$ cat src/rtl/evb_master_pkg.sv
// Shared constants, types and helpers for the EV bus master.
//   FUNC_*      : EV micro-op function codes (func3)
//   TAG_*       : access size tags (tag2)
//   EVB_MASK_*  : half-word write masks driven on the EVB command bus
//   EV_REG_*    : internal register indices (addr[3:0])
package evb_master_pkg;

    localparam logic [2:0]  FUNC_EV     = 3'b000;   // read old value and write
    localparam logic [2:0]  FUNC_DW     = 3'b001;   // read-only, mask forced to 00
    localparam logic [2:0]  FUNC_DR     = 3'b010;   // access without write-back

    localparam logic [1:0]  TAG_W       = 2'b00;
    localparam logic [1:0]  TAG_H       = 2'b01;
    localparam logic [1:0]  TAG_L       = 2'b10;

    localparam logic [1:0]  EVB_MASK_NONE = 2'b00;
    localparam logic [1:0]  EVB_MASK_W    = 2'b11;
    localparam logic [1:0]  EVB_MASK_H    = 2'b10;
    localparam logic [1:0]  EVB_MASK_L    = 2'b01;

    localparam logic [3:0]  EV_REG_MVEC = 4'd0;
    localparam logic [3:0]  EV_REG_MEPC = 4'd1;
    localparam logic [3:0]  EV_REG_STAT = 4'd2;
    localparam logic [3:0]  EV_REG_TMO  = 4'd3;

    localparam logic [31:0] EV_ERR_DATA = 32'hFFFF_FFFF;

    typedef enum logic [1:0] {
        ST_IDLE,
        ST_LAUNCH,
        ST_INT,
        ST_WAIT
    } ev_state_e;

    // Micro-op fields captured when en is accepted.
    typedef struct packed {
        logic [2:0]  func;
        logic [1:0]  tag;
        logic        sel;
        logic [31:0] data;
    } ev_op_t;

    // Write mask for an op: read-only ops never write.
    function automatic logic [1:0] ev_mask(input logic [2:0] func, input logic [1:0] tag);
        logic [1:0] m;
        m = EVB_MASK_NONE;
        if (func != FUNC_DW) begin
            case (tag)
                TAG_W:   m = EVB_MASK_W;
                TAG_H:   m = EVB_MASK_H;
                TAG_L:   m = EVB_MASK_L;
                default: m = EVB_MASK_NONE;
            endcase
        end
        return m;
    endfunction

endpackage

$ cat src/rtl/evb_master_chan_mux.sv
// Channel decode and completion select for the EVB master.
//   ch_i          : selected channel index
//   finish_i      : per-channel completion strobes
//   rd_data_i     : per-channel read data, channel i at [32i +: 32]
//   onehot_c_o    : one-hot decode of ch_i
//   fin_c_o       : completion of the selected channel only
//   rd_data_c_o   : read data of the selected channel
module evb_master_chan_mux #(
    parameter int unsigned NCH = 2,
    parameter int unsigned CWS = 1
) (
    input  logic [CWS-1:0]    ch_i,
    input  logic [NCH-1:0]    finish_i,
    input  logic [NCH*32-1:0] rd_data_i,
    output logic [NCH-1:0]    onehot_c_o,
    output logic              fin_c_o,
    output logic [31:0]       rd_data_c_o
);

    // AND-OR select keeps finish strobes of other channels out of the result.
    always_comb begin
        onehot_c_o  = '0;
        rd_data_c_o = '0;
        for (int i = 0; i < int'(NCH); i++) begin
            onehot_c_o[i] = (ch_i == CWS'(i));
            if (onehot_c_o[i]) begin
                rd_data_c_o = rd_data_c_o | rd_data_i[32*i +: 32];
            end
        end
        fin_c_o = |(finish_i & onehot_c_o);
    end

endmodule

$ cat src/rtl/evb_master.sv
// EV load/store unit: runs EV micro-ops against NCH external EVB channels or
// a small internal register file, holding the pipeline for each access.
//   clk, rst                 : clock, async active-high reset
//   en, func3, tag2, ev_*    : micro-op from decode (accepted only while idle)
//   mepc / mvec              : exception PC in (reg1) / vector base out (reg0)
//   stall                    : pipeline hold for the duration of an access
//   ev_data_wr/_wr_f/_out    : write-back strobe, full-word flag, data
//   ev_err                   : one-cycle pulse on access timeout
//   evb_cmd_*                : shared EVB command bus, per-channel request/finish
module evb_master
    import evb_master_pkg::*;
#(
    parameter int unsigned AW    = 16,
    parameter int unsigned NCH   = 2,
    parameter int unsigned NREG  = 4,
    parameter int unsigned TMO_W = 8
) (
    input  logic              clk,
    input  logic              rst,
    input  logic              en,
    input  logic [2:0]        func3,
    input  logic [1:0]        tag2,
    input  logic [AW-1:0]     ev_addr,
    input  logic              ev_data_in_sel,
    input  logic [31:0]       ev_data,
    input  logic [1:0]        ev_data_fwd,
    input  logic [31:0]       ev_data_fwd_data,
    input  logic [15:0]       mepc,
    output logic [15:0]       mvec,
    output logic              stall,
    output logic              ev_data_wr,
    output logic              ev_data_wr_f,
    output logic [31:0]       ev_data_out,
    output logic              ev_err,
    output logic [NCH-1:0]    evb_cmd_request,
    output logic [AW-1:0]     evb_cmd_addr,
    output logic [1:0]        evb_cmd_wr_mask,
    output logic [31:0]       evb_cmd_wr_data,
    input  logic [NCH-1:0]    evb_cmd_finish,
    input  logic [NCH*32-1:0] evb_cmd_rd_data
);

    localparam int unsigned CW  = (NCH > 1) ? $clog2(NCH) : 0;
    localparam int unsigned CWS = (CW > 0) ? CW : 1;
    localparam logic [4:0]  NREG_L = 5'(NREG);

    ev_state_e          state_q;
    ev_op_t             op_q;
    logic [AW-1:0]      addr_q;
    logic [31:0]        wdata_q;
    logic [1:0]         wmask_q;
    logic [TMO_W-1:0]   cnt_q;
    logic [TMO_W-1:0]   tmo_q;
    logic               stat_err_q;
    logic [CWS-1:0]     stat_ch_q;
    logic [31:0]        scr_q [16];

    logic [CWS-1:0]     ch_c;
    logic [NCH-1:0]     onehot_c;
    logic               fin_c;
    logic [31:0]        rd_data_c;
    logic               int_c;
    logic [3:0]         idx_c;
    logic               idx_ok_c;
    logic [31:0]        merged_c;
    logic [31:0]        send_c;
    logic [31:0]        rd_val_c;
    logic               expire_c;
    logic               done_c;

    // Channel index comes from the top address bits; a single channel is always 0.
    generate
        if (CW > 0) begin : g_ch
            assign ch_c = addr_q[AW-1 -: CWS];
        end else begin : g_ch0
            assign ch_c = '0;
        end
    endgenerate

    evb_master_chan_mux #(
        .NCH (NCH),
        .CWS (CWS)
    ) u_chan_mux (
        .ch_i        (ch_c),
        .finish_i    (evb_cmd_finish),
        .rd_data_i   (evb_cmd_rd_data),
        .onehot_c_o  (onehot_c),
        .fin_c_o     (fin_c),
        .rd_data_c_o (rd_data_c)
    );

    assign int_c    = (addr_q[AW-1:4] == '0);
    assign idx_c    = addr_q[3:0];
    assign idx_ok_c = ({1'b0, idx_c} < NREG_L);
    assign expire_c = (cnt_q <= TMO_W'(1));

    // Forwarding is applied per half-word using the values present at launch.
    assign merged_c = {ev_data_fwd[1] ? ev_data_fwd_data[31:16] : op_q.data[31:16],
                       ev_data_fwd[0] ? ev_data_fwd_data[15:0]  : op_q.data[15:0]};
    assign send_c   = (op_q.tag == TAG_W) ? merged_c
                    : (op_q.sel ? {16'h0, merged_c[31:16]} : {16'h0, merged_c[15:0]});

    // Access completes after the single INT cycle, or on finish / expiry in WAIT.
    assign done_c = (state_q == ST_INT) || ((state_q == ST_WAIT) && (fin_c || expire_c));

    // Internal register read (pre-write value).
    always_comb begin
        rd_val_c = '0;
        if (idx_ok_c) begin
            case (idx_c)
                EV_REG_MVEC: rd_val_c = {16'h0, mvec};
                EV_REG_MEPC: rd_val_c = {16'h0, mepc};
                EV_REG_STAT: rd_val_c = 32'({stat_ch_q, stat_err_q});
                EV_REG_TMO:  rd_val_c = 32'(tmo_q);
                default:     rd_val_c = scr_q[idx_c];
            endcase
        end
    end

    // Access sequencer with registered outputs.
    always_ff @(posedge clk or posedge rst) begin
        if (rst) begin
            state_q         <= ST_IDLE;
            op_q            <= '0;
            addr_q          <= '0;
            wdata_q         <= '0;
            wmask_q         <= '0;
            cnt_q           <= '0;
            tmo_q           <= '1;
            stat_err_q      <= 1'b0;
            stat_ch_q       <= '0;
            for (int i = 0; i < 16; i++) scr_q[i] <= '0;
            mvec            <= '0;
            stall           <= 1'b0;
            ev_data_wr      <= 1'b0;
            ev_data_wr_f    <= 1'b0;
            ev_data_out     <= '0;
            ev_err          <= 1'b0;
            evb_cmd_request <= '0;
            evb_cmd_addr    <= '0;
            evb_cmd_wr_mask <= '0;
            evb_cmd_wr_data <= '0;
        end else begin
            ev_data_wr   <= 1'b0;
            ev_data_wr_f <= 1'b0;
            ev_err       <= 1'b0;

            case (state_q)
                ST_IDLE: begin
                    if (en) begin
                        op_q    <= '{func: func3, tag: tag2, sel: ev_data_in_sel, data: ev_data};
                        addr_q  <= ev_addr;
                        stall   <= 1'b1;
                        state_q <= ST_LAUNCH;
                    end
                end
                ST_LAUNCH: begin
                    wdata_q <= send_c;
                    wmask_q <= ev_mask(op_q.func, op_q.tag);
                    if (int_c) begin
                        state_q <= ST_INT;
                    end else begin
                        evb_cmd_request <= onehot_c;
                        evb_cmd_addr    <= addr_q;
                        evb_cmd_wr_mask <= ev_mask(op_q.func, op_q.tag);
                        evb_cmd_wr_data <= send_c;
                        cnt_q           <= tmo_q;
                        state_q         <= ST_WAIT;
                    end
                end
                ST_INT: begin
                    // Read-only and out-of-range registers silently drop writes.
                    if (idx_ok_c) begin
                        case (idx_c)
                            EV_REG_MVEC: if (wmask_q[0]) mvec <= wdata_q[15:0];
                            EV_REG_MEPC: begin end
                            EV_REG_STAT: begin
                                stat_err_q <= 1'b0;
                                stat_ch_q  <= '0;
                            end
                            EV_REG_TMO:  if (wmask_q[0]) tmo_q <= wdata_q[TMO_W-1:0];
                            default: begin
                                if (wmask_q[1]) scr_q[idx_c][31:16] <= wdata_q[31:16];
                                if (wmask_q[0]) scr_q[idx_c][15:0]  <= wdata_q[15:0];
                            end
                        endcase
                    end
                    ev_data_out <= (op_q.tag == TAG_H) ? '0 : rd_val_c;
                end
                ST_WAIT: begin
                    // A finish in the expiry cycle takes priority over the timeout.
                    if (fin_c) begin
                        ev_data_out <= rd_data_c;
                    end else if (expire_c) begin
                        ev_data_out <= EV_ERR_DATA;
                        ev_err      <= 1'b1;
                        stat_err_q  <= 1'b1;
                        stat_ch_q   <= ch_c;
                    end else begin
                        cnt_q <= cnt_q - TMO_W'(1);
                    end
                end
                default: state_q <= ST_IDLE;
            endcase

            if (done_c) begin
                state_q         <= ST_IDLE;
                stall           <= 1'b0;
                ev_data_wr      <= (op_q.func != FUNC_DR);
                ev_data_wr_f    <= (op_q.func != FUNC_DR) && (op_q.tag == TAG_W);
                evb_cmd_request <= '0;
                evb_cmd_addr    <= '0;
                evb_cmd_wr_mask <= '0;
                evb_cmd_wr_data <= '0;
            end
        end
    end

endmodule

$ cat config.mk
export PLATFORM = sky130hd
export DESIGN_NAME = evb_master
export DESIGN_NICKNAME = d
export VERILOG_FILES = /design/src/rtl/evb_master_pkg.sv /design/src/rtl/evb_master_chan_mux.sv /design/src/rtl/evb_master.sv
export SDC_FILE = /design/constraint.sdc
export NUM_CORES = 1
export LEC_CHECK = 0
export BUFFER_PORTS_ARGS = -buffer_cell sky130_fd_sc_hd__buf_2
export CORE_AREA = 5 5 145 147
export CTS_CLUSTER_SIZE = 25
export DETAILED_ROUTE_END_ITERATION = 8
export DIE_AREA = 0 0 150 152
export PLACE_DENSITY = 0.75
export SETUP_SLACK_MARGIN = 0.2
export SLEW_MARGIN = 10
export SYNTH_ARGS = -nofsm -noshare
export SYNTH_HDL_FRONTEND = slang
export SYNTH_SLANG_ARGS = --single-unit
$ cat constraint.sdc
create_clock -name clk -period 12.9 [get_ports clk]
set_input_delay 1.29 -clock clk [delete_from_list [all_inputs] [get_ports clk]]
set_output_delay 1.29 -clock clk [all_outputs]
set_load 0.005 [all_outputs]
* Word-level counts from Yosys, hierarchy flattened
Cells that the tools add are included.
** Storage, ports and cells
- Flip-flop bits (word level) :: 724
- Input bits :: 173
- Output and inout bits :: 104
** Operators by class
- Eq/ne operators :: 19
- Reductions and logical operators :: 27
- Add/sub/neg operators :: 1
- Bitwise operators :: 5
- Multiplexer cells :: 64
- Magnitude comparators :: 4
** Operator list (count)
- 512-bit 2-to-1 mux :: 5
- 512-bit bitwise mux :: 2
- 32-bit 2-to-1 mux :: 13
- 32-bit demux with 4-bit select :: 2
- 32-bit binary-select mux with 4-bit select :: 1
- 32-bit one-hot mux with 4 select lines :: 1
- 16-bit 2-to-1 mux :: 7
- 32-bit one-hot mux with 2 select lines :: 1
- 32-bit bitwise OR :: 1
- 8-bit 2-to-1 mux :: 3
- 2-bit 2-to-1 mux :: 9
- 8-bit one-hot mux with 2 select lines :: 1
- 1-bit 2-to-1 mux :: 15
- 12-bit logical NOT :: 1
- 4-bit AND reduction :: 3
- 2-bit inequality test, second input constant :: 5
- 2-bit AND reduction :: 5
- 2-bit nonzero test :: 5
- 4-bit by 2-bit == test with 1-bit output, second input constant :: 2
- 8-bit by 1-bit less-or-equal comparator with 1-bit output, second input constant :: 1
- 8-bit by 1-bit subtractor with 8-bit output, second input constant :: 1
- 2-bit == test, second input constant :: 3
- 3-bit inequality test, second input constant :: 2
- 2-bit one-hot mux with 3 select lines :: 1
- 22 further kinds :: 30

* Depth between registers and ports, before layout
Gate-level depths: netlist (run 1).
- Depth in word-level cells :: 12
- Gate-level depth with buffers :: 8
- Depth with buffers taken out :: 6

* Cells and area by module
A second synthesis (run 1) with hierarchy kept.
** Second synthesis, totals
- Cell total of the unflattened synthesis :: 847
- Area total of the unflattened synthesis :: 9497.9 µm²
** By module, submodules not included
- evb_master :: times used 1, seq. area each 4889.7 µm², area each 8934.8 µm², cells an instance 808
- evb_master_chan_mux :: times used 1, seq. area each 0.0 µm², area each 563.0 µm², cells an instance 39

* Worst setup path after synthesis (run 1)
OpenSTA, ideal clock, no wires.
- Kind :: input -> register
- From :: input port ev_data_fwd[1]
- To :: register evb_cmd_wr_data[8]
- Required time :: 12775 ps
- Buffers on the path :: 2
- Slack :: 10254 ps
- Stages on the path :: 5
- Data arrival time :: 2521 ps
- Cells stage by stage :: clkbuf_1 -> buf_1 -> mux2_2 -> o211ai_1 -> a21oi_2
** Between the ends
- Cells in the longest elaborated chain, start to end :: 6
** Ends and longest elaborated chain
- start, declared :: line evb_master.sv:26 : input logic [1:0] ev_data_fwd,
- 16-bit 2-to-1 mux :: line evb_master.sv:98 : assign merged_c = {ev_data_fwd[1] ? ev_data_fwd_data[31:16] : op_q.data[31:16],
- 16-bit 2-to-1 mux :: line evb_master.sv:101 : : (op_q.sel ? {16'h0, merged_c[31:16]} : {16'h0, merged_c[15:0]});
- 32-bit 2-to-1 mux :: line evb_master.sv:100 : assign send_c = (op_q.tag == TAG_W) ? merged_c
- 32-bit 2-to-1 mux :: line evb_master.sv:160 : if (int_c) begin
- 32-bit 2-to-1 mux :: line evb_master.sv:148 : case (state_q)
- 32-bit 2-to-1 mux :: line evb_master.sv:206 : if (done_c) begin
- end signal, assigned :: line evb_master.sv:166 : evb_cmd_wr_data <= send_c;
- end, declared :: line evb_master.sv:38 : output logic [31:0] evb_cmd_wr_data,
Every way passes these cells. The select of a mux whose other input is x is not followed.
A chain may end at the register's enable or synchronous reset.

* Worst setup path after layout (run 1)
- From :: register cnt_q[0]
- To :: register ev_data_out[13]
** Between the ends
- Cells in the longest elaborated chain, start to end :: 3
** Ends and longest elaborated chain
- start, declared :: line evb_master.sv:52 : logic [TMO_W-1:0] cnt_q;
- start signal, assigned :: line evb_master.sv:167 : cnt_q <= tmo_q;
- start signal, assigned :: line evb_master.sv:200 : cnt_q <= cnt_q - TMO_W'(1);
- 8-bit by 1-bit less-or-equal comparator with 1-bit output :: line evb_master.sv:95 : assign expire_c = (cnt_q <= TMO_W'(1));
- 3-bit inequality test (no line)
- 2-bit AND reduction (no line)
- end signal, assigned :: line evb_master.sv:188 : ev_data_out <= (op_q.tag == TAG_H) ? '0 : rd_val_c;
- end signal, assigned :: line evb_master.sv:193 : ev_data_out <= rd_data_c;
- end, declared :: line evb_master.sv:33 : output logic [31:0] ev_data_out,
Every way passes these cells.

==> run_results.csv, run 1 <==
group,metric,value,unit
floorplan,num_rows,52,
timing,slew_viol_final,0,
synth,avgSynthCellArea,11.23,um2
worst_setup_path,critical_path.cell_chain,"inv_1 > ha_1 > or2_2 > nand3_1 > a31oi_4 > buf_4 > mux2_2",
layout,diodes,0,
cts,clockRootBuffer,"clkbuf_16",
timing,finalHoldViolCount,0,
layout,finish.utilization,0.5801,
min_path,hold_end,"wdata_q[14]",
worst_setup_path,r2r-start,"cnt_q[0]",
worst_setup_path,crit_family,"buffers and inverters",
min_path,min_from,"wdata_q[14]",
synth,synth_ff_type,"dfrtp_1",
run_status,status,"finished clean",
placement,post-place-ws,9.487,ns
cts,max-clock-path-buffers,2,
worst_setup_path,worst_setup_path_end_kind,"flop",
route,routed_via_density,5.506,
placement,placed_cells,1320,
placement,portBuffers,276,
synth,synth_area_leader_cell,"dfrtp_1",
route,drt-total-wl,25.35,mm
run,max-cap-violations,0,
cts,cts_sinks,194,
layout,syn_to_final_growth,22.35,%
power_and_ir_drop,p_per_area,240.4,mW/mm2
layout,fin_nets,1244,
worst_setup_path,regToRegSetupSlack,9.86,ns
route,drc,0,
worst_setup_path,path_max_fanout,87,
placement,finalWeightedCongestion,0.8392,
placement,dp_hpwl,18.38,mm
min_path,min_path_type,"reg2reg",
synth,netlist_instances,835,
layout,layout-drive-gt1-share,0.4459,
timing,fmax,328.7,MHz
worst_setup_path,cp.arrival,3.35,ns
layout,stdcell_count,1351,
timing,min_period,3.042,ns
synth,syn_area,0.009379,mm2
floorplan,coreArea,0.01978,mm2
floorplan,fp.dieH,152,um
route,vias,7439,
route,first_iter_violations,483,
power_and_ir_drop,vdd_drop_max,0.0001391,V
synth,synth_nets,1010,
cts,hold_buffers,0,
route,firstDrtPassIters,5,
cts,cts_buffers,17,
synth,ys_ff_latch,194,
cts,postCtsSetupRepairBufs,0,
timing,relSlewSlack,0.2244,
global_routing,grt_overflow_total,0,
global_routing,grt.total_usage,0.2217,
worst_setup_path,reg2regPathDepth,7,
synth,synth_area_leaders,"dfrtp_1 50%, mux2_2 15%, nand2_1 4.2%, mux2i_1 3.2%, dfstp_2 2.2%",
cts,clk_pin_slew,0.07,ns
worst_setup_path,crit_slowest_cell,"buf_4",
timing,finalSetupViolCount,0,
floorplan,die-area,0.02280,mm2
route,ant_nets,0,
timing,worstMarginPinSlew,1.163,ns
synth,ys_types,55,
timing,rsz0062_at_grt,"false",
power_and_ir_drop,cellLeakagePower,5.459,nW
global_routing,antenna_found_initial,0,
floorplan,pin_count,277,
min_path,hold_depth,2,
worst_setup_path,start_kind,"flop",
layout,multi_input_area,0.004197,mm2
synth,synth_edf_count,0,
timing,fin_ws,9.858,ns
timing,finalSetupTns,0,ns
route,wire_per_inst,18.76,um
cts,cts_resized,0,
worst_setup_path,timing.rr.end,"ev_data_out[13]",
worst_setup_path,required,13.21,ns
global_routing,grt_pass1_wl,40.23,mm
synth,async_flop_share,1.000,
cts,h-tree-depth,4,
worst_setup_path,crit_path_max_incr_delay,0.88,ns
layout,seq_area,0.004865,mm2
worst_setup_path,critPathKind,"reg2reg",
synth,yosysSeqAreaShare,0.5187,
synth,synth_top_area_share,0.4963,
floorplan,fp.dieW,150,um
worst_setup_path,crit_buf_inv,2,
synth,yosys_warnings,0,
cts,tritoncts,"yes",
global_routing,first_global_vias,7506,
floorplan,start_util,0.4742,
global_routing,grt_max_degree,113,
timing,fin_worst_skew,0.01045,ns
layout,n_fill_cell,1718,
cts,insertion_delay,0.43,ns
timing,finalCritPeriodShare,0.2358,
flip-flops by register name (all words and copies together), names as in the netlist:
register,cells
evb_cmd_wr_data,32
stat_err_q,1
state_q,2
mvec,16
evb_cmd_request,2
tmo_q,8
cnt_q,8
evb_cmd_wr_mask,2
ev_data_out,32
op_q,38
stall,1
ev_data_wr_f,1
wdata_q,16
ev_err,1
addr_q,16
wmask_q,1
ev_data_wr,1
stat_ch_q,1
evb_cmd_addr,15
how the worst max path moves through the flow:
stage,slack (ns),startpoint,endpoint,cells after the start
after floorplan,6.34,rst,addr_q[0],1
after global placement,9.53,evb_cmd_finish[0],ev_data_out[9],6
after detailed placement,9.49,evb_cmd_finish[0],ev_data_out[13],6
after CTS,9.84,cnt_q[0],ev_data_out[13],7
after global routing,9.65,cnt_q[0],ev_data_out[13],7
final,9.86,cnt_q[0],ev_data_out[13],7
worst register-to-register path, stage by stage, from the launching register on:
cell and delay [ns]:
dfrtp_1 0.43, inv_1 0.12, ha_1 0.21, or2_2 0.14, nand3_1 0.36, a31oi_4 0.31
buf_4 0.88, mux2_2 0.48
per-stage QoR:
| stage | cell area, um2 | hold WS [ns] | total power [mW] |
|---|---|---|---|
| 2_1_floorplan | 9379 | 0.4460 | 1.858 |
| 3_3_place_gp | 10890 | 0.4590 | 2.196 |
| 3_5_place_dp | 10890 | 0.4705 | 2.241 |
| 4_1_cts | 11470 | 0.4861 | 2.779 |
| 5_1_grt | 11470 | 0.5032 | 2.959 |
| 6_report | 11470 | 0.4788 | 2.758 |
cell type report:
class | instances | area share
sequential | 194 | 0.4239
clock inverter | 13 | 0.01308
multi-input combinational | 563 | 0.3657
inverter | 8 | 0.003271
clock buffer | 18 | 0.03827
tap | 270 | 0.02944
timing repair buffer | 285 | 0.1263
report_power, final:
part	internal [mW]	total, mW	leakage, nW	switching [mW]
registers	0.865	1.07	2.46	0.202
logic	0.510	1.16	2.72	0.646
clock network	0.294	0.536	0.283	0.242
total	1.67	2.76	5.46	1.09
cells in the mapped netlist (4+ instances only):
master and number:
o41ai_1 9, nor2_1 28, nor3_1 6, mux2i_1 30, nand3_1 19, a22oi_1 6, o22ai_1 9, a21oi_2 18
dfrtp_1 186, nand2_1 105, nor4_1 5, o211ai_1 16, clkbuf_1 38, nor2b_1 12, a21oi_1 38, buf_6 6
or3_1 4, inv_1 7, mux2_1 15, mux2_2 126, a221oi_1 18, or4_1 6, buf_2 19, dfstp_2 8
buf_1 4, o21ai_0 41, a211oi_1 10, a31oi_1 6
cells in the final DEF (no fill, tap or decap), types with 8 or more instances in the layout:
cell type / synthesis / final
buf_2: 19 / 276
dfrtp_1: 186 / 186
mux2_2: 126 / 126
nand2_1: 105 / 105
o21ai_0: 41 / 40
a21oi_1: 38 / 38
mux2i_1: 30 / 29
nor2_1: 28 / 28
nand3_1: 19 / 19
a221oi_1: 18 / 18
a21oi_2: 18 / 18
clkbuf_16: 0 / 17
o211ai_1: 16 / 16
mux2_1: 15 / 15
nor2b_1: 12 / 12
a211oi_1: 10 / 10
o41ai_1: 9 / 9
o22ai_1: 9 / 9
buf_4: 3 / 9
dfstp_2: 8 / 8
routing by layer:
layer  vias up  global-route usage  wire length (um)
li1       3509                   -                 -
met1      3631              0.2952             10950
met2       269              0.3609             12050
met3        30             0.06166              2002
met4         0             0.05403               355
met5         -                   0                 0
cells by family (layout without fill, tap and decap cells):
logic type,Yosys count,in the layout,share of synthesized area
AND/OR/NAND/NOR,201,201,0.09925
flip-flops,194,194,0.5187
AO/OA/AOI/OAI,189,189,0.1383
multiplexers,171,171,0.2013
buffers and inverters,78,324,0.03975
adder cells (fa/ha/maj),2,2,0.002668
Note: power is estimated with default switching activity, not from simulation.
==> inputs of run 2 (changes only) <==
--- a/config.mk
+++ b/config.mk
@@ -6,11 +6,11 @@
 export NUM_CORES = 1
 export LEC_CHECK = 0
 export BUFFER_PORTS_ARGS = -buffer_cell sky130_fd_sc_hd__buf_2
-export CORE_AREA = 5 5 145 147
+export CORE_AREA = 5 5 151 153
 export CTS_CLUSTER_SIZE = 25
 export DETAILED_ROUTE_END_ITERATION = 8
-export DIE_AREA = 0 0 150 152
-export PLACE_DENSITY = 0.75
+export DIE_AREA = 0 0 156 158
+export PLACE_DENSITY = 0.7
 export SETUP_SLACK_MARGIN = 0.2
 export SLEW_MARGIN = 10
 export SYNTH_ARGS = -nofsm -noshare
==> constraint.sdc (replaced) <==
create_clock -name clk -period 2.8 [get_ports clk]
set_input_delay 0.28 -clock clk [delete_from_list [all_inputs] [get_ports clk]]
set_output_delay 0.28 -clock clk [all_outputs]
set_load 0.005 [all_outputs]
==> run 2 against run 1 <==
Against the previous run:
- routed wire length up 3.2%
- design area up 1.6%
- cell count up 2.0%
- critical path depth up 1
- global-route usage down 1.2 points
- clock power rose to 4.3 times the previous value
- largest power group unchanged
- maximum frequency up 29%
- sequential cell count unchanged
- die area up 8.1%
- critical endpoint is now evb_cmd_wr_data[13]
==> run_results.csv, run 2 (same netlist as run 1, synthesis figures left out) <==
group,metric,value,unit
cts,cts_buffers,17,
placement,portBuffers,276,
power_and_ir_drop,cellLeakagePower,5.537,nW
floorplan,num_rows,54,
layout,fin_nets,1259,
worst_setup_path,start_kind,"flop",
floorplan,pin_count,277,
min_path,min_path_type,"in2reg",
route,ant_nets,0,
floorplan,die-area,0.02465,mm2
layout,layout_commonest_cell,"buf_2",
route,vias,7477,
timing,rsz0062_at_grt,"false",
layout,syn_to_final_growth,24.29,%
route,drc,0,
worst_setup_path,cp.arrival,2.65,ns
run_status,status,"finished clean",
layout,top_regs,"op_q (38), ev_data_out (32), evb_cmd_wr_data (32)",
timing,finalCritPeriodShare,0.8407,
layout,layout_common_cells,"276 x buf_2, 186 x dfrtp_1, 126 x mux2_2, 105 x nand2_1, 40 x o21ai_0",
timing,min_period,2.354,ns
layout,largest_register_ffs,38,
power_and_ir_drop,seq_power_share,0.382,
power_and_ir_drop,finalPower,12.83,mW
layout,layout-drive-gt1-share,0.4540,
power_and_ir_drop,p_sw,5.146,mW
timing,finalSetupTns,0,ns
global_routing,antenna_found_initial,1,
global_routing,grt_pass1_wl,40.79,mm
worst_setup_path,required,3.09,ns
cts,tritoncts,"yes",
power_and_ir_drop,vdd_drop_max,0.0004900,V
worst_setup_path,critPathKind,"reg2reg",
layout,final_design_area_no_fill,0.01166,mm2
route,drt-total-wl,26.17,mm
worst_setup_path,crit_slowest_cell,"dfrtp_1",
floorplan,fp.dieH,158,um
placement,finalWeightedCongestion,0.8681,
power_and_ir_drop,p_per_area,1101,mW/mm2
global_routing,grt_max_degree,76,
global_routing,first_global_vias,7570,
worst_setup_path,cp_common_cell,"buf_4",
power_and_ir_drop,pwr-share-comb,0.437,
cts,cts_sinks,194,
timing,finalSetupViolCount,0,
floorplan,coreArea,0.02142,mm2
timing,worstMarginPinSlew,0.9855,ns
layout,stdcell_count,1378,
timing,relSlewSlack,0.3417,
worst_setup_path,worst_setup_path_end_kind,"flop",
worst_setup_path,crit_family,"buffers and inverters",
cts,clk_pin_slew,0.08,ns
power_and_ir_drop,swShare,0.4009,
cts,cts_resized,0,
power_and_ir_drop,p_clk_frac,0.182,
route,routed_via_density,5.426,
route,firstDrtPassIters,5,
timing,finalHoldViolCount,0,
run,max-cap-violations,0,
placement,placed_cells,1344,
power_and_ir_drop,internal-power,7.688,mW
route,first_iter_violations,522,
cts,insertion_delay,0.43,ns
global_routing,grt.total_usage,0.2095,
timing,fin_worst_skew,0.01163,ns
timing,slew_viol_final,0,
cts,postCtsSetupRepairBufs,0,
floorplan,fp.dieW,156,um
worst_setup_path,path_max_fanout,32,
placement,place_area,0.01108,mm2
route,wire_per_inst,18.99,um
layout,largest_register,"op_q",
worst_setup_path,critical_path.cell_chain,"inv_1 > ha_1 > or2_2 > nand3_1 > a31oi_4 > buf_4 > buf_4 > a21oi_1",
floorplan,start_util,0.4379,
worst_setup_path,crit_path_max_incr_delay,0.43,ns
cts,h-tree-depth,4,
cts,max-clock-path-buffers,2,
timing,fmax,424.8,MHz
placement,dp_hpwl,19.49,mm
cts,clockRootBuffer,"clkbuf_16",
global_routing,grt_overflow_total,0,
worst_setup_path,crit_buf_inv,3,
## run 2: cell count changes in the layout (fill, tap and decap cells not counted), sizes merged, moves of 2 or more
cell / delta
clkinv: +4
inv: -2
buf: +14
bufinv: -2
## run 2: power groups by stage
| stage | sequential, mW | clock, mW | combinational [mW] |
|---|---|---|---|
| floorplan | 4.62 | 0 | 3.94 |
| global placement | 4.89 | 0 | 5.51 |
| detailed placement | 4.95 | 0 | 5.63 |
| CTS | 4.90 | 2.39 | 5.65 |
| global route | 5.05 | 2.51 | 6.19 |
| finish | 4.90 | 2.33 | 5.60 |
## run 2: final timing paths
path | start | endpoint | slack (ns) | cells past startpoint
worst max register to register | cnt_q[0] | evb_cmd_wr_data[13] | 0.45 | 8
worst max-delay path | cnt_q[0] | evb_cmd_wr_data[13] | 0.45 | 8
max in group asynchronous | rst | tmo_q[3] | 1.66 | 4
worst min-delay path | ev_addr[8] | addr_q[8] | 0.07 | 2
worst min register to register | wdata_q[9] | wdata_q[9] | 0.48 | 2
min in group asynchronous | rst | op_q[22] | 0.39 | 3
## run 2: layer usage
layer	wire length (um)	vias to the layer above	part of all wire	GRT usage
li1	-	3522	-	-
met1	11050	3630	0.42	0.2699
met2	12410	279	0.47	0.3408
met3	2042	44	0.078	0.06260
met4	653	2	0.025	0.06836
met5	11	-	0.00042	0
## run 2: cell type report
type | instances | area, um2
antenna | 1 | 2.502
clock buffer | 18 | 439.2
clock inverter | 14 | 128.9
fill | 1911 | 9761
inverter | 8 | 33.78
multi-input combinational | 563 | 4199
sequential | 194 | 4865
tap | 280 | 350.3
timing repair buffer | 300 | 1639
## run 2: repair_timing
action | in CTS | in global routing
endpoints found under the setup margin | 0 | 0
hold buffers | 1 | 0
endpoints found under the hold margin | 11 | 0
## run 2: worst register-to-register path: cells and delay by family, from the launching register on
kind	cells	cell delay, ns
buf+inv	3	0.92
flops	1	0.43
compound gates	2	0.38
simple gates	2	0.27
fa+ha+maj	1	0.20
## run 2: stage by stage
stage	worst slack [ns]	utilization	hold slack, ns
after global placement	0.5113	0.5172	0.2830
after detailed placement	0.4458	0.5172	0.2941
after CTS	0.4359	0.5442	0.05439
after global routing	0.2779	0.5442	0.05124
after floorplan	0.02212	-	0.4317
final	0.4460	0.5443	0.07214
==> inputs of run 3 (changes only) <==
--- a/config.mk
+++ b/config.mk
@@ -5,11 +5,12 @@
 export SDC_FILE = /design/constraint.sdc
 export NUM_CORES = 1
 export LEC_CHECK = 0
+export ABC_AREA = 1
 export BUFFER_PORTS_ARGS = -buffer_cell sky130_fd_sc_hd__buf_2
-export CORE_AREA = 5 5 151 153
+export CORE_AREA = 5 5 152 154
 export CTS_CLUSTER_SIZE = 25
 export DETAILED_ROUTE_END_ITERATION = 8
-export DIE_AREA = 0 0 156 158
+export DIE_AREA = 0 0 157 159
 export PLACE_DENSITY = 0.7
 export SETUP_SLACK_MARGIN = 0.2
 export SLEW_MARGIN = 10
==> constraint.sdc (replaced) <==
create_clock -name clk -period 2.25 [get_ports clk]
set_input_delay 0.225 -clock clk [delete_from_list [all_inputs] [get_ports clk]]
set_output_delay 0.225 -clock clk [all_outputs]
set_load 0.005 [all_outputs]
==> run 3 against run 2 <==
Against the previous run:
- clock power up 25%
- cell count up 25%
- critical path depth down 1
- first-iteration DRC count up 36%
- worst hold slack worse by 0.053 ns
- critical endpoint is now evb_cmd_wr_data[2]
- largest cell class unchanged
- highest routed layer is now met4
==> run_results.csv, run 3 <==
group,metric,value,unit
synth,synth_top_cells_by_count,"343 x nand2_1, 186 x dfrtp_1, 143 x nand3_1",
synth,synth_nets,1362,
route,drt-total-wl,28.19,mm
synth,synth_ff_type,"dfrtp_1",
timing,fmax,533.3,MHz
cts,h-tree-depth,4,
route,first_iter_violations,712,
global_routing,grt.total_usage,0.2227,
cts,cts_sinks,194,
floorplan,fp.dieW,157,um
layout,layout-drive-gt1-share,0.2695,
synth,synth_top_area_share,0.4919,
run_status,status,"finished clean",
layout,layout_commonest_cell,"nand2_1",
timing,hold_ws,0.01921,ns
floorplan,die-area,0.02496,mm2
cts,postCtsSetupRepairBufs,0,
global_routing,antenna_found_initial,0,
floorplan,coreArea,0.02155,mm2
timing,finalSetupViolCount,0,
layout,syn_to_final_growth,23.28,%
worst_setup_path,start_kind,"flop",
placement,dp_hpwl,21.11,mm
worst_setup_path,worst_setup_path_end_kind,"flop",
route,routed_via_density,5.108,
layout,top_regs,"op_q (38), ev_data_out (32), evb_cmd_wr_data (32)",
placement,placed_cells,1694,
power_and_ir_drop,p_per_area,1327,mW/mm2
worst_setup_path,cp.arrival,2.22,ns
cts,tritoncts,"yes",
route,vias,8821,
route,firstDrtPassIters,7,
worst_setup_path,regToRegSetupSlack,0.37,ns
worst_setup_path,timing.rr.end,"evb_cmd_wr_data[2]",
layout,largest_register_ffs,38,
worst_setup_path,r2r-start,"op_q[33]",
worst_setup_path,required,2.60,ns
timing,fin_worst_skew,0.01368,ns
min_path,hold_depth,2,
cts,cts_buffers,17,
cts,clk_pin_slew,0.07,ns
timing,rsz0062_at_grt,"false",
synth,yosysSeqAreaShare,0.5141,
placement,finalWeightedCongestion,0.8790,
timing,finalCritPeriodShare,0.8334,
timing,relSlewSlack,0.5807,
route,ant_nets,0,
layout,largest_register,"op_q",
worst_setup_path,path_max_fanout,32,
synth,ys_types,31,
floorplan,pin_count,277,
min_path,min_path_type,"in2reg",
power_and_ir_drop,cellLeakagePower,6.127,nW
synth,synthMostInstantiatedCell,"nand2_1",
floorplan,num_rows,54,
layout,diodes,0,
global_routing,grt_pass1_wl,44.87,mm
synth,synth_area_leaders,"dfrtp_1 49%, nand2_1 14%, nand3_1 7.6%, a21oi_1 5.2%, o21ai_0 5.0%",
global_routing,grt_overflow_total,0,
layout,stdcell_count,1727,
synth,async_flop_share,1.000,
synth,ys_ff_latch,194,
floorplan,start_util,0.4390,
timing,finalHoldViolCount,0,
power_and_ir_drop,vdd_drop_max,0.001019,V
timing,min_period,1.875,ns
worst_setup_path,critPathKind,"reg2reg",
layout,layout_common_cells,"341 x nand2_1, 276 x buf_2, 186 x dfrtp_1, 143 x nand3_1, 99 x a21oi_1",
min_path,hold_end,"op_q[24]",
run,max-cap-violations,0,
layout,fin_nets,1609,
floorplan,fp.dieH,159,um
route,drc,0,
synth,syn_area,0.009463,mm2
synth,yosys_warnings,0,
synth,avgSynthCellArea,7.972,um2
cts,clockRootBuffer,"clkbuf_16",
placement,portBuffers,276,
global_routing,grt_max_degree,59,
synth,synth_area_leader_cell,"dfrtp_1",
timing,worstMarginPinSlew,0.6275,ns
synth,synth_edf_count,0,
cts,insertion_delay,0.43,ns
route,wire_per_inst,16.32,um
worst_setup_path,reg2regPathDepth,7,
timing,slew_viol_final,0,
synth,netlist_instances,1187,
cts,max-clock-path-buffers,2,
global_routing,first_global_vias,8481,
min_path,min_from,"ev_data[24]",
[run 3: cell types whose count changed after synthesis, sizes merged, moves of 61 or more]
cell,change
o21ai,+73
nand3,+126
nand2,+243
nor2,+61
inv,+77
mux2,-112
[run 3: what timing repair did]
action                                  in CTS  in global routing
gates resized for setup                      0                  2
hold buffers                                 1                  0
endpoints found under the setup margin       0                  4
hold endpoints to repair                    18                  0
[run 3: critical path: stages, from the launching register on]
cell,delay (ns)
dfrtp_1,0.37
inv_1,0.08
nand2_2,0.28
nand2_1,0.08
buf_4,0.23
o21ai_0,0.44
nand3_1,0.13
a21oi_1,0.18
[run 3: routing by layer]
layer / global-route usage / vias up / part of all wire
met2: 0.3573 / 327 / 0.47
met1: 0.3119 / 4133 / 0.43
met3: 0.05382 / 16 / 0.087
met5: 0 / - / 0
li1: - / 4345 / -
met4: 0.04024 / 0 / 0.0095
[run 3: power breakdown]
| group | internal, mW | leakage (nW) | switching, mW | total [mW] |
|---|---|---|---|---|
| logic | 2.44 | 3.43 | 4.42 | 6.86 |
| clock network | 1.56 | 0.256 | 1.36 | 2.92 |
| registers | 4.88 | 2.44 | 0.821 | 5.70 |
| total | 8.88 | 6.13 | 6.60 | 15.5 |
[run 3: area by class of cell]
| cell class | count | area, um2 |
|---|---|---|
| Fill cell | 2116 | 9887 |
| Sequential cell | 194 | 4865 |
| Multi-Input combinational cell | 833 | 3913 |
| Timing Repair Buffer | 302 | 1654 |
| Clock buffer | 21 | 450.4 |
| Tap cell | 280 | 350.3 |
| Inverter | 86 | 330.3 |
| Clock inverter | 11 | 103.9 |
[run 3: kinds of logic (layout without fill, tap and decap cells)]
family	after synthesis	count (layout)	share of synthesized area
muxes	29	29	0.03451
buffers and inverters	160	420	0.07299
and+or+nand+nor	587	587	0.2614
DFF	194	194	0.5141
AOI/OAI and AO/OA	215	215	0.1144
adders and majority gates	2	2	0.002644
[run 3: worst max path at each step]
stage	startpoint	to	slack, ns	cells past startpoint
6_report	op_q[33]	evb_cmd_wr_data[2]	0.37	7
5_1_grt	op_q[33]	evb_cmd_wr_data[2]	0.21	7
3_5_place_dp	cnt_q[0]	evb_cmd_request[0]	0.34	9
2_1_floorplan	rst	addr_q[0]	-0.47	1
4_1_cts	cnt_q[0]	ev_data_out[21]	0.33	9
3_3_place_gp	cnt_q[0]	evb_cmd_request[0]	0.41	9
[run 3: stage by stage]
| stage | power, mW | area (um2) | util | setup TNS, ns | setup WS [ns] |
|---|---|---|---|---|---|
| 6_report | 15.48 | 11670 | 0.5413 | 0 | 0.3748 |
| 5_1_grt | 16.75 | 11670 | 0.5413 | 0 | 0.2087 |
| 4_1_cts | 15.59 | 11660 | 0.5412 | 0 | 0.3282 |
| 3_5_place_dp | 12.65 | 11100 | 0.5150 | 0 | 0.3402 |
| 3_3_place_gp | 12.45 | 11100 | 0.5150 | 0 | 0.4114 |
| 2_1_floorplan | 10.36 | 9467 | - | -87.96 | -0.4729 |
